==> src/rtl/rtc_pkg.sv <==
// Shared constants, state encoding and BCD validation for the time-of-day counter.
package rtc_pkg;

    localparam int unsigned BCD_W = 8;
    localparam int unsigned MODE_W = 4;

    localparam logic [MODE_W-1:0] SET_CODE_DEF = 4'b0100;
    localparam logic [BCD_W-1:0]  BCD_MAX_H    = 8'h23;
    localparam logic [BCD_W-1:0]  BCD_MAX_MS   = 8'h59;

    typedef enum logic [1:0] {
        RUN  = 2'd0,
        SET  = 2'd1,
        LOAD = 2'd2
    } state_e;

    // Both nibbles must be decimal digits and the value must not exceed max.
    function automatic logic bcd_valid(input logic [BCD_W-1:0] v, input logic [BCD_W-1:0] max);
        return (v[7:4] <= 4'd9) && (v[3:0] <= 4'd9) && (v <= max);
    endfunction

endpackage

==> src/rtl/bcd_mod_counter.sv <==
// Two-digit packed-BCD counter that wraps at MAX_BCD and flags the wrap as carry_out.
module bcd_mod_counter
    import rtc_pkg::*;
#(
    parameter logic [BCD_W-1:0] MAX_BCD = BCD_MAX_MS
) (
    input  logic             clk,
    input  logic             rst,
    input  logic             inc,
    input  logic             load,
    input  logic [BCD_W-1:0] load_data,
    output logic [BCD_W-1:0] value,
    output logic             carry_out
);

    // Combinational so the next digit pair advances on the same edge.
    assign carry_out = inc && (value == MAX_BCD);

    always_ff @(posedge clk) begin
        if (!rst) begin
            value <= '0;
        end else if (load) begin
            value <= load_data;
        end else if (inc) begin
            if (value == MAX_BCD) begin
                value <= '0;
            end else if (value[3:0] == 4'd9) begin
                value <= {value[7:4] + 4'd1, 4'd0};
            end else begin
                value <= {value[7:4], value[3:0] + 4'd1};
            end
        end
    end

endmodule

==> src/rtl/rtc_time_counter.sv <==
// HH:MM:SS BCD time-of-day counter with 1 Hz prescaler, set-mode freeze and validated load.
module rtc_time_counter
    import rtc_pkg::*;
#(
    parameter int unsigned        CLK_HZ   = 1000,
    parameter logic [MODE_W-1:0]  SET_CODE = SET_CODE_DEF
) (
    input  logic              clk,
    input  logic              rst,
    input  logic [MODE_W-1:0] enable,
    input  logic [BCD_W-1:0]  set_h,
    input  logic [BCD_W-1:0]  set_m,
    input  logic [BCD_W-1:0]  set_s,
    output logic [BCD_W-1:0]  h,
    output logic [BCD_W-1:0]  m,
    output logic [BCD_W-1:0]  s,
    output logic              tick,
    output logic              load_err
);

    localparam int unsigned       PRE_W    = $clog2(CLK_HZ);
    localparam logic [PRE_W-1:0]  PRE_TERM = PRE_W'(CLK_HZ - 1);

    state_e           state, state_nxt;
    logic [PRE_W-1:0] prescaler, prescaler_nxt;
    logic             tick_nxt, load_err_nxt;
    logic             inc_c, load_c, set_mode_c, load_valid_c;
    logic             s_carry, m_carry, day_wrap_unused;

    assign set_mode_c   = (enable == SET_CODE);
    assign load_valid_c = bcd_valid(set_h, BCD_MAX_H) && bcd_valid(set_m, BCD_MAX_MS)
                       && bcd_valid(set_s, BCD_MAX_MS);

    always_ff @(posedge clk) begin
        if (!rst) begin
            state     <= RUN;
            prescaler <= '0;
            tick      <= 1'b0;
            load_err  <= 1'b0;
        end else begin
            state     <= state_nxt;
            prescaler <= prescaler_nxt;
            tick      <= tick_nxt;
            load_err  <= load_err_nxt;
        end
    end

    // Entering set mode wins over a terminal-count tick on the same edge.
    always_comb begin
        state_nxt     = state;
        prescaler_nxt = prescaler;
        tick_nxt      = 1'b0;
        load_err_nxt  = load_err;
        inc_c         = 1'b0;
        load_c        = 1'b0;
        case (state)
            RUN: begin
                if (set_mode_c) begin
                    state_nxt     = SET;
                    prescaler_nxt = '0;
                end else if (prescaler == PRE_TERM) begin
                    prescaler_nxt = '0;
                    tick_nxt      = 1'b1;
                    inc_c         = 1'b1;
                end else begin
                    prescaler_nxt = prescaler + PRE_W'(1);
                end
            end
            SET: begin
                prescaler_nxt = '0;
                if (!set_mode_c) begin
                    state_nxt = LOAD;
                end
            end
            LOAD: begin
                prescaler_nxt = '0;
                load_c        = load_valid_c;
                load_err_nxt  = !load_valid_c;
                state_nxt     = set_mode_c ? SET : RUN;
            end
            default: begin
                state_nxt     = RUN;
                prescaler_nxt = '0;
            end
        endcase
    end

    bcd_mod_counter #(.MAX_BCD(BCD_MAX_MS)) u_sec (
        .clk(clk), .rst(rst), .inc(inc_c), .load(load_c),
        .load_data(set_s), .value(s), .carry_out(s_carry)
    );

    bcd_mod_counter #(.MAX_BCD(BCD_MAX_MS)) u_min (
        .clk(clk), .rst(rst), .inc(s_carry), .load(load_c),
        .load_data(set_m), .value(m), .carry_out(m_carry)
    );

    bcd_mod_counter #(.MAX_BCD(BCD_MAX_H)) u_hour (
        .clk(clk), .rst(rst), .inc(m_carry), .load(load_c),
        .load_data(set_h), .value(h), .carry_out(day_wrap_unused)
    );

endmodule

==> config.mk <==
export PLATFORM = sky130hd
export DESIGN_NAME = rtc_time_counter
export DESIGN_NICKNAME = d
export VERILOG_FILES = /design/src/rtl/rtc_pkg.sv /design/src/rtl/bcd_mod_counter.sv /design/src/rtl/rtc_time_counter.sv
export SDC_FILE = /design/constraint.sdc
export NUM_CORES = 1
export LEC_CHECK = 0
export BUFFER_PORTS_ARGS = -buffer_cell sky130_fd_sc_hd__clkbuf_2
export CELL_PAD_IN_SITES_DETAIL_PLACEMENT = 2
export CELL_PAD_IN_SITES_GLOBAL_PLACEMENT = 2
export CORE_MARGIN = 4
export CORE_UTILIZATION = 30
export DETAILED_ROUTE_END_ITERATION = 8
export PLACE_DENSITY = 0.87
export SLEW_MARGIN = 20
export SYNTH_ARGS = -nofsm -noshare
export SYNTH_HDL_FRONTEND = slang
export SYNTH_HIERARCHICAL = 1
export SYNTH_SLANG_ARGS = --single-unit
==> constraint.sdc <==
create_clock -name clk -period 5 [get_ports clk]
set_clock_uncertainty 0.2 [all_clocks]
set_input_delay 0.75 -clock clk [delete_from_list [all_inputs] [get_ports clk]]
set_output_delay 0.75 -clock clk [all_outputs]
set_load 0.05 [all_outputs]
==> impl_metrics.toml, run 1 <==
[outcome]
status = "finished, final reports clean"

[die]
row_count = 30
die_x_um = 92.67
pin_count = 56
core_um2 = 6869
die_h_um = 92.67
dieArea_um2 = 8588
start_util_pct = 31.31

[cts]
insertion_delay_ns = 0.28
htreeDepth = 2
cts_setup_buffers = 0
cts_sinks = 38
cts-resized-gates = 0
cts.path.max_buffers = 2
ctsHoldBuffers = 0
cts_tree = "done"
clk_pin_slew_ns = 0.08
clockRootBuffer = "clkbuf_8"
cts_made_buffers = 5

[placed_design]
gp_congestion = 0.7686
hpwl_mm = 5.480
io_buffers = 55

[layout]
fill_cells = 802
seqCellArea_um2 = 760.7
areaGrowthSynthToFinish_pct = 22.69
multi_input_area_um2 = 1328
diodes = 0
drive_above_1_share_pct = 23.40
nets = 352

[critical_path]
slowest_stage = "nor3_1"
slowest_delay_ns = 0.62
worstRegToRegCells = 13
cpLargestDelayFamily = "simple AND/OR/NAND/NOR gates"
r2r_setup_slack_ns = 0.97
worstReg2RegEnd = "u_hour/value[7]"
cp_max_fo = 7
crit_required_ns = 5.02
critPathKind = "reg -> reg"
worstPathArrival_ns = 4.04
worst_setup_path_start_kind = "flip-flop"
reg2reg_from = "prescaler[0]"
critPathCaptureType = "flip-flop"
cp_num_buf_inv = 1
crit_chain = "ha_1, and2_1, nand3b_4, nor4_4, nand4b_1, nor3_1, nand4b_1, nor3_1, buf_4, nand3b_4, or2_4, or3_1, a31oi_1"

[global_route]
grt_pass1_vias = 2328
grt_pass1_wl_mm = 11.87
antenna_found_initial = 0
grt_max_degree = 29
track_usage_pct = 16.86
grt_overflow_total = 0

[sta]
fmax_mhz = 248.4
finalCriticalPeriod_ns = 4.025
finalSetupTns_ns = 0
tightest_slew_ns = 0.7513
maxSlewViolCount = 0
hold_slack_ns = 0.2715
fin_crit_sh_pct = 80.50
slew_headroom_pct = 49.53
rsz0062_at_grt = "no"
setup_violations = 0
hold_viol = 0

[power_and_ir_drop]
p_per_area_nw_per_um2 = 213.7
combPwrFrac_pct = 5.6
power.leakage_nw = 1.202
p_sw_w = 0.0001342
p_int_w = 0.0004296
ir_drop_mv = 0.07479
clkPwrFrac_pct = 39.9
sw_frac_of_total_pct = 23.80
seq_power_share_pct = 54.5

[worst_hold_path]
holdPathEnd = "prescaler[0]"
whs_path_depth = 1
min-delay-start = "prescaler[0]"
hold_class = "reg -> reg"

[drt]
drtPass1Iterations = 4
dr.first_iter.drc_count = 40
remaining_drc_errors = 0
drt-wirelength-per-cell_um = 17.40
drtAntennaViolNets = 0
drt_wl_total_mm = 7.099
drt-vias-per-instance = 5.196
vias = 2120

[synthesis]
synth_fp_nets = 291
syn-cell-area_um2 = 2151
syn_inst = 250
synthesis.area_per_instance_um2 = 8.603
synth_warnings = 6

[flow_run]
cap_violations = 0
-- layout make-up --
type                    instances  area share (%)
multi-input cells             196           50.31
flip-flops and latches         38           28.83
repair buffers                 57           11.00
well taps                      96           4.552
clock buffers                   7           3.272
inverters                      13           1.849
clock inverters                 1          0.1897
-- state kept, by name (all words and copies together) (netlist names) --
signal / flops
tick: 1
u_hour/value: 8
u_sec/value: 8
state: 2
u_min/value: 8
load_err: 1
prescaler: 10
-- metal layers --
| layer | GRT usage, % | share of wire [%] | up-vias |
|---|---|---|---|
| li1 | - | - | 1031 |
| met1 | 21.75 | 46 | 1047 |
| met2 | 30.27 | 51 | 42 |
| met3 | 2.437 | 2.7 | 0 |
| met4 | 2.564 | 0 | 0 |
| met5 | 0 | 0 | - |
-- power by group through the flow --
stage / registers (W) / clock network (W) / logic [W]
6_report: 0.000307 / 0.000225 / 0.0000317
5_1_grt: 0.000307 / 0.000246 / 0.0000354
4_1_cts: 0.000307 / 0.000233 / 0.0000323
3_5_place_dp: 0.000314 / 0 / 0.0000319
3_3_place_gp: 0.000314 / 0 / 0.0000313
2_1_floorplan: 0.000314 / 0 / 0.00000911
-- cells in the final DEF (no fill, tap or decap), drive strengths merged, types with 7 or more instances in the layout --
master and count:
and2 8, nor2 24, dfxtp 38, clkbuf 62
ha 11, inv 13, o211a 9, xnor2 9
o21ai 19, nand3 13, a21oi 13, nor3 9
o22ai 8, nand2 20, xor2 7
-- how the worst max path moves through the flow --
stage	startpoint	to	slack, ns	depth (start not counted)
3_5_place_dp	prescaler[0]	u_hour/value[7]	0.96	13
6_report	prescaler[0]	u_hour/value[7]	0.97	13
5_1_grt	prescaler[0]	u_hour/value[7]	0.60	13
3_3_place_gp	enable[2]	u_hour/value[7]	1.26	12
4_1_cts	prescaler[0]	u_hour/value[7]	0.93	13
2_1_floorplan	prescaler[0]	u_hour/value[7]	1.33	12
-- per-stage QoR --
step                      worst slack, ns  cell area, um^2  total power, W  std cells  utilization, %
after CTS                          0.9313             2639       0.0005728        408           38.42
after global routing               0.6033             2639       0.0005884        408           38.42
final                              0.9750             2639       0.0005638        408           38.42
after detailed placement           0.9602             2547       0.0003462        400           37.09
after global placement              1.263             2547       0.0003452        400           37.09
after floorplan                     1.328             2151       0.0003232        250               -
Note: power is estimated with default switching activity, not from simulation.
==> inputs of run 2 (changes only) <==
- ABC_AREA: unset -> 1
- PLACE_DENSITY: 0.87 -> 0.89
- clock period: 5 -> 4.2 ns (I/O delays scaled with it)
==> run 2 against run 1 <==
  * Power up 21%
  * First-iteration DRC count up 45%
  * Utilization down 1.2 points
  * Register-to-register slack better by 0.31 ns
  * Via count up 26%
  * Critical endpoint is now u_hour/value[4]
  * Largest power group unchanged
==> impl_metrics.toml, run 2 <==
[outcome]
status = "finished, final reports clean"

[power_and_ir_drop]
p_per_area_nw_per_um2 = 220.4
combPwrFrac_pct = 6.8
clkPwrFrac_pct = 39.6
p_sw_w = 0.0001701
sw_frac_of_total_pct = 24.88
ir_drop_mv = 0.1047
power.leakage_nw = 1.484
p_int_w = 0.0005134
seq_power_share_pct = 53.7
p_total_w = 0.0006835

[global_route]
grt_pass1_wl_mm = 14.03
track_usage_pct = 16.79
grt_max_degree = 22
grt_overflow_total = 0
grt_pass1_vias = 2961
antenna_found_initial = 0

[cts]
clockRootBuffer = "clkbuf_8"
cts_setup_buffers = 0
insertion_delay_ns = 0.29
htreeDepth = 2
cts.path.max_buffers = 2
ctsHoldBuffers = 0
cts_made_buffers = 5
cts_sinks = 38
cts-resized-gates = 0
cts_tree = "done"
clk_pin_slew_ns = 0.08

[drt]
vias = 2661
drtAntennaViolNets = 0
drt-wirelength-per-cell_um = 15.36
remaining_drc_errors = 0
dr.first_iter.drc_count = 58
drt_wl_total_mm = 8.403
drt-vias-per-instance = 4.865
drtPass1Iterations = 4

[critical_path]
critPathKind = "reg -> reg"
critPathCaptureType = "flip-flop"
worstRegToRegCells = 14
worst_setup_path_start_kind = "flip-flop"
crit_required_ns = 4.19
cp_max_fo = 8
worstPathArrival_ns = 2.91

[die]
dieArea_um2 = 10270
die_x_um = 101.3
core_um2 = 8341
die_h_um = 101.3
pin_count = 56
row_count = 33
start_util_pct = 31.32

[worst_hold_path]
whs_path_depth = 1
hold_class = "reg -> reg"

[layout]
diodes = 0
final_area_um2 = 3100
stdcell_count = 547
drive_above_1_share_pct = 30.32
nets = 482
final_common_cell = "nand2_1"
regMostFlops = "prescaler"
final_cell_mix = "nand2_1, clkbuf_2, inv_1, nor2_1, dfxtp_1"
areaGrowthSynthToFinish_pct = 18.68
largest_reg_flops = 10

[sta]
tightest_slew_ns = 0.4834
finalSetupTns_ns = 0
hold_viol = 0
maxSlewViolCount = 0
slew_headroom_pct = 67.77
setup_violations = 0
fmax_mhz = 342.6
rsz0062_at_grt = "no"
fin_crit_sh_pct = 69.50
finalCriticalPeriod_ns = 2.919
setup_ws_ns = 1.281

[placed_design]
hpwl_mm = 6.763
gp_congestion = 0.7977
dpl_worst_slack_ns = 1.199
place_inst = 539
postPlaceCellArea_um2 = 3009
io_buffers = 55

[synthesis]
synth_fp_nets = 421
syn_inst = 380
syn-cell-area_um2 = 2613
synth_warnings = 6
synthesis.area_per_instance_um2 = 6.875

[flow_run]
cap_violations = 0
## run 2: changes by cell type in the layout (fill, tap and decap cells not counted), moves of 14 or more
cell and delta:
o21ai_0 -17, nor2_2 +18, nand3_1 +14, inv_1 +36, nand2_1 +69, nor2_1 +21
## run 2: worst paths after layout
path / startpoint / end / slack, ns
min: state[1] / state[0] / 0.28
max reg2reg: prescaler[0] / u_hour/value[4] / 1.28
max: prescaler[0] / u_hour/value[4] / 1.28
min reg2reg: state[1] / state[0] / 0.28
## run 2: metal layers
metal  GRT usage [%]  wire length, um  vias to the layer above
li1                -                -                     1336
met5               0                0                        -
met3           1.928              252                        7
met4           3.374               78                        0
met1           20.65             3679                     1274
met2           31.34             4392                       44
## run 2: worst max-delay path, stage by stage, from the launching register on
cell	delay, ns
dfxtp_1	0.42
ha_1	0.23
nand2_2	0.10
inv_2	0.11
nand3_4	0.13
nor2_1	0.34
nand2_2	0.12
nor2_1	0.30
nand2_2	0.13
nor2_1	0.20
nor2_1	0.16
inv_2	0.10
nand2_4	0.08
nor2_1	0.12
nor2_1	0.06
## run 2: stage by stage
stage / hold WS [ns] / utilization [%]
floorplan: 0.2361 / -
global placement: 0.2673 / 36.08
detailed placement: 0.2693 / 36.08
CTS: 0.2764 / 37.17
global route: 0.3057 / 37.17
finish: 0.2801 / 37.17
## run 2: power by group through the flow
stage	Clock, W	Sequential, W	Combinational, W
4_1_cts	0.000278	0.000367	0.0000474
2_1_floorplan	0	0.000375	0.0000196
5_1_grt	0.000292	0.000367	0.0000525
3_3_place_gp	0	0.000375	0.0000444
3_5_place_dp	0	0.000375	0.0000469
6_report	0.000270	0.000367	0.0000464
## run 2: cell type report
| cell class | instances | area (um^2) |
|---|---|---|
| clock buffer | 7 | 86.33 |
| multi-input combinational | 278 | 1588 |
| fill | 1044 | 5240 |
| inverter | 61 | 239.0 |
| sequential | 38 | 760.7 |
| tap | 105 | 131.4 |
| timing repair buffer | 57 | 290.3 |
| clock inverter | 1 | 5.005 |
==> inputs of run 3 (changes only) <==
- clock period: 4.2 -> 2.75 ns (I/O delays scaled with it)
==> run 3 against run 2 <==
  * Count of clock-buffer cells in the layout did not move
  * Largest power group unchanged
  * Sequential share of layout area fell by 0.16 points
  * Critical path type unchanged
  * Die area did not move
==> impl_metrics.toml, run 3 (same netlist as run 2, synthesis figures left out) <==
[power_and_ir_drop]
ir_drop_mv = 0.1442
seq_power_share_pct = 53.4
p_int_w = 0.0007841
clkPwrFrac_pct = 39.8
p_total_w = 0.001048
p_sw_w = 0.0002639
power.leakage_nw = 1.490
combPwrFrac_pct = 6.8
p_per_area_nw_per_um2 = 335.8
sw_frac_of_total_pct = 25.18

[drt]
drt-wirelength-per-cell_um = 15.91
vias = 2718
drt-vias-per-instance = 4.960
dr.first_iter.drc_count = 99
drtAntennaViolNets = 0
drtPass1Iterations = 4
remaining_drc_errors = 0
drt_wl_total_mm = 8.719

[global_route]
grt_pass1_wl_mm = 14.36
grt_max_degree = 22
track_usage_pct = 17.42
grt_pass1_vias = 2999
grt_overflow_total = 0
antenna_found_initial = 0

[die]
die_x_um = 101.3
core_um2 = 8341
row_count = 33
die_h_um = 101.3
start_util_pct = 31.32
dieArea_um2 = 10270
pin_count = 56

[cts]
htreeDepth = 2
cts_setup_buffers = 0
cts_sinks = 38
clk_pin_slew_ns = 0.08
insertion_delay_ns = 0.30
cts_made_buffers = 5
ctsHoldBuffers = 0
cts_tree = "done"
cts.path.max_buffers = 2
clockRootBuffer = "clkbuf_8"

[layout]
areaGrowthSynthToFinish_pct = 19.44
regMostFlops = "prescaler"
diodes = 0
drive_above_1_share_pct = 31.15
final_cell_mix = "nand2_1, clkbuf_2, inv_1, nor2_1, dfxtp_1"
final_common_cell = "nand2_1"
nets = 483
largest_reg_flops = 10

[critical_path]
cp_max_fo = 8
critPathKind = "reg -> reg"
crit_required_ns = 2.74
worstPathArrival_ns = 2.46
critPathCaptureType = "flip-flop"
worst_setup_path_start_kind = "flip-flop"

[placed_design]
hpwl_mm = 6.839
io_buffers = 55
gp_congestion = 0.8031

[sta]
finalCriticalPeriod_ns = 2.469
tightest_slew_ns = 0.4972
hold_viol = 0
maxSlewViolCount = 0
fmax_mhz = 405.0
finalSetupTns_ns = 0
rsz0062_at_grt = "no"
slew_headroom_pct = 66.86
fin_crit_sh_pct = 89.79
setup_violations = 0

[worst_hold_path]
hold_class = "in -> reg"

[flow_run]
cap_violations = 0

[outcome]
status = "finished, final reports clean"
-- run 3: changes by cell type in the layout (fill, tap and decap cells not counted), sizes merged --
cell and change:
buf +1
-- run 3: worst max-delay path, stage by stage, from the launching register on --
cell	delay, ns
dfxtp_1	0.41
ha_1	0.23
nand2_2	0.09
inv_2	0.11
nand3_4	0.14
nor2_4	0.19
nand2_2	0.10
nor2_2	0.16
nand2_2	0.10
nor2_2	0.13
nor2_1	0.13
inv_2	0.09
nand2_4	0.08
nor2_1	0.13
nor2_1	0.06
-- run 3: timing repair --
action,in CTS,in global routing
setup endpoints to repair,3,8
gates resized for setup,1,3
endpoints found under the hold margin,0,0
gates cloned,0,0
-- run 3: final cells by class --
class	count	area, um^2
fillers	1061	5220
multi-input cells	278	1600
flip-flops and latches	38	760.7
repair buffers	58	297.8
inverters	61	239.0
well taps	105	131.4
clock buffers	7	86.33
clock inverters	1	5.005
-- run 3: metal layers --
| layer | GRT usage [%] | up-vias | part of all wire (%) | wire length [um] |
|---|---|---|---|---|
| met5 | 0 | - | 0 | 0 |
| met4 | 4.703 | 0 | 0.68 | 59 |
| met3 | 2.342 | 4 | 3.6 | 314 |
| met2 | 30.99 | 54 | 51 | 4477 |
| met1 | 21.97 | 1335 | 44 | 3867 |
| li1 | - | 1325 | - | - |
-- run 3: per-stage QoR --
step / instances / hold WS (ns) / cell area (um^2) / setup slack, ns / utilization (%)
2_1_floorplan: 380 / 0.2361 / 2613 / 0.2930 / -
5_1_grt: 548 / 0.2499 / 3120 / 0.05455 / 37.41
3_3_place_gp: 540 / 0.2645 / 3017 / 0.2506 / 36.17
3_5_place_dp: 540 / 0.2805 / 3017 / 0.07986 / 36.17
4_1_cts: 548 / 0.2084 / 3110 / 0.07584 / 37.29
6_report: 548 / 0.2086 / 3120 / 0.2809 / 37.41
-- run 3: final timing paths --
kind	from	endpoint	slack [ns]	depth (start not counted)
setup / recovery	prescaler[0]	u_hour/value[4]	0.28	14
hold / removal	set_h[0]	u_hour/value[0]	0.21	5
setup reg to reg	prescaler[0]	u_hour/value[4]	0.28	14
hold reg to reg	prescaler[0]	prescaler[0]	0.30	1
-- run 3: power groups by stage --
stage | logic (W) | clock network [W] | registers (W)
2_1_floorplan | 0.0000299 | 0 | 0.000573
3_3_place_gp | 0.0000688 | 0 | 0.000573
3_5_place_dp | 0.0000719 | 0 | 0.000573
4_1_cts | 0.0000726 | 0.000433 | 0.000560
5_1_grt | 0.0000800 | 0.000459 | 0.000561
6_report | 0.0000712 | 0.000417 | 0.000560
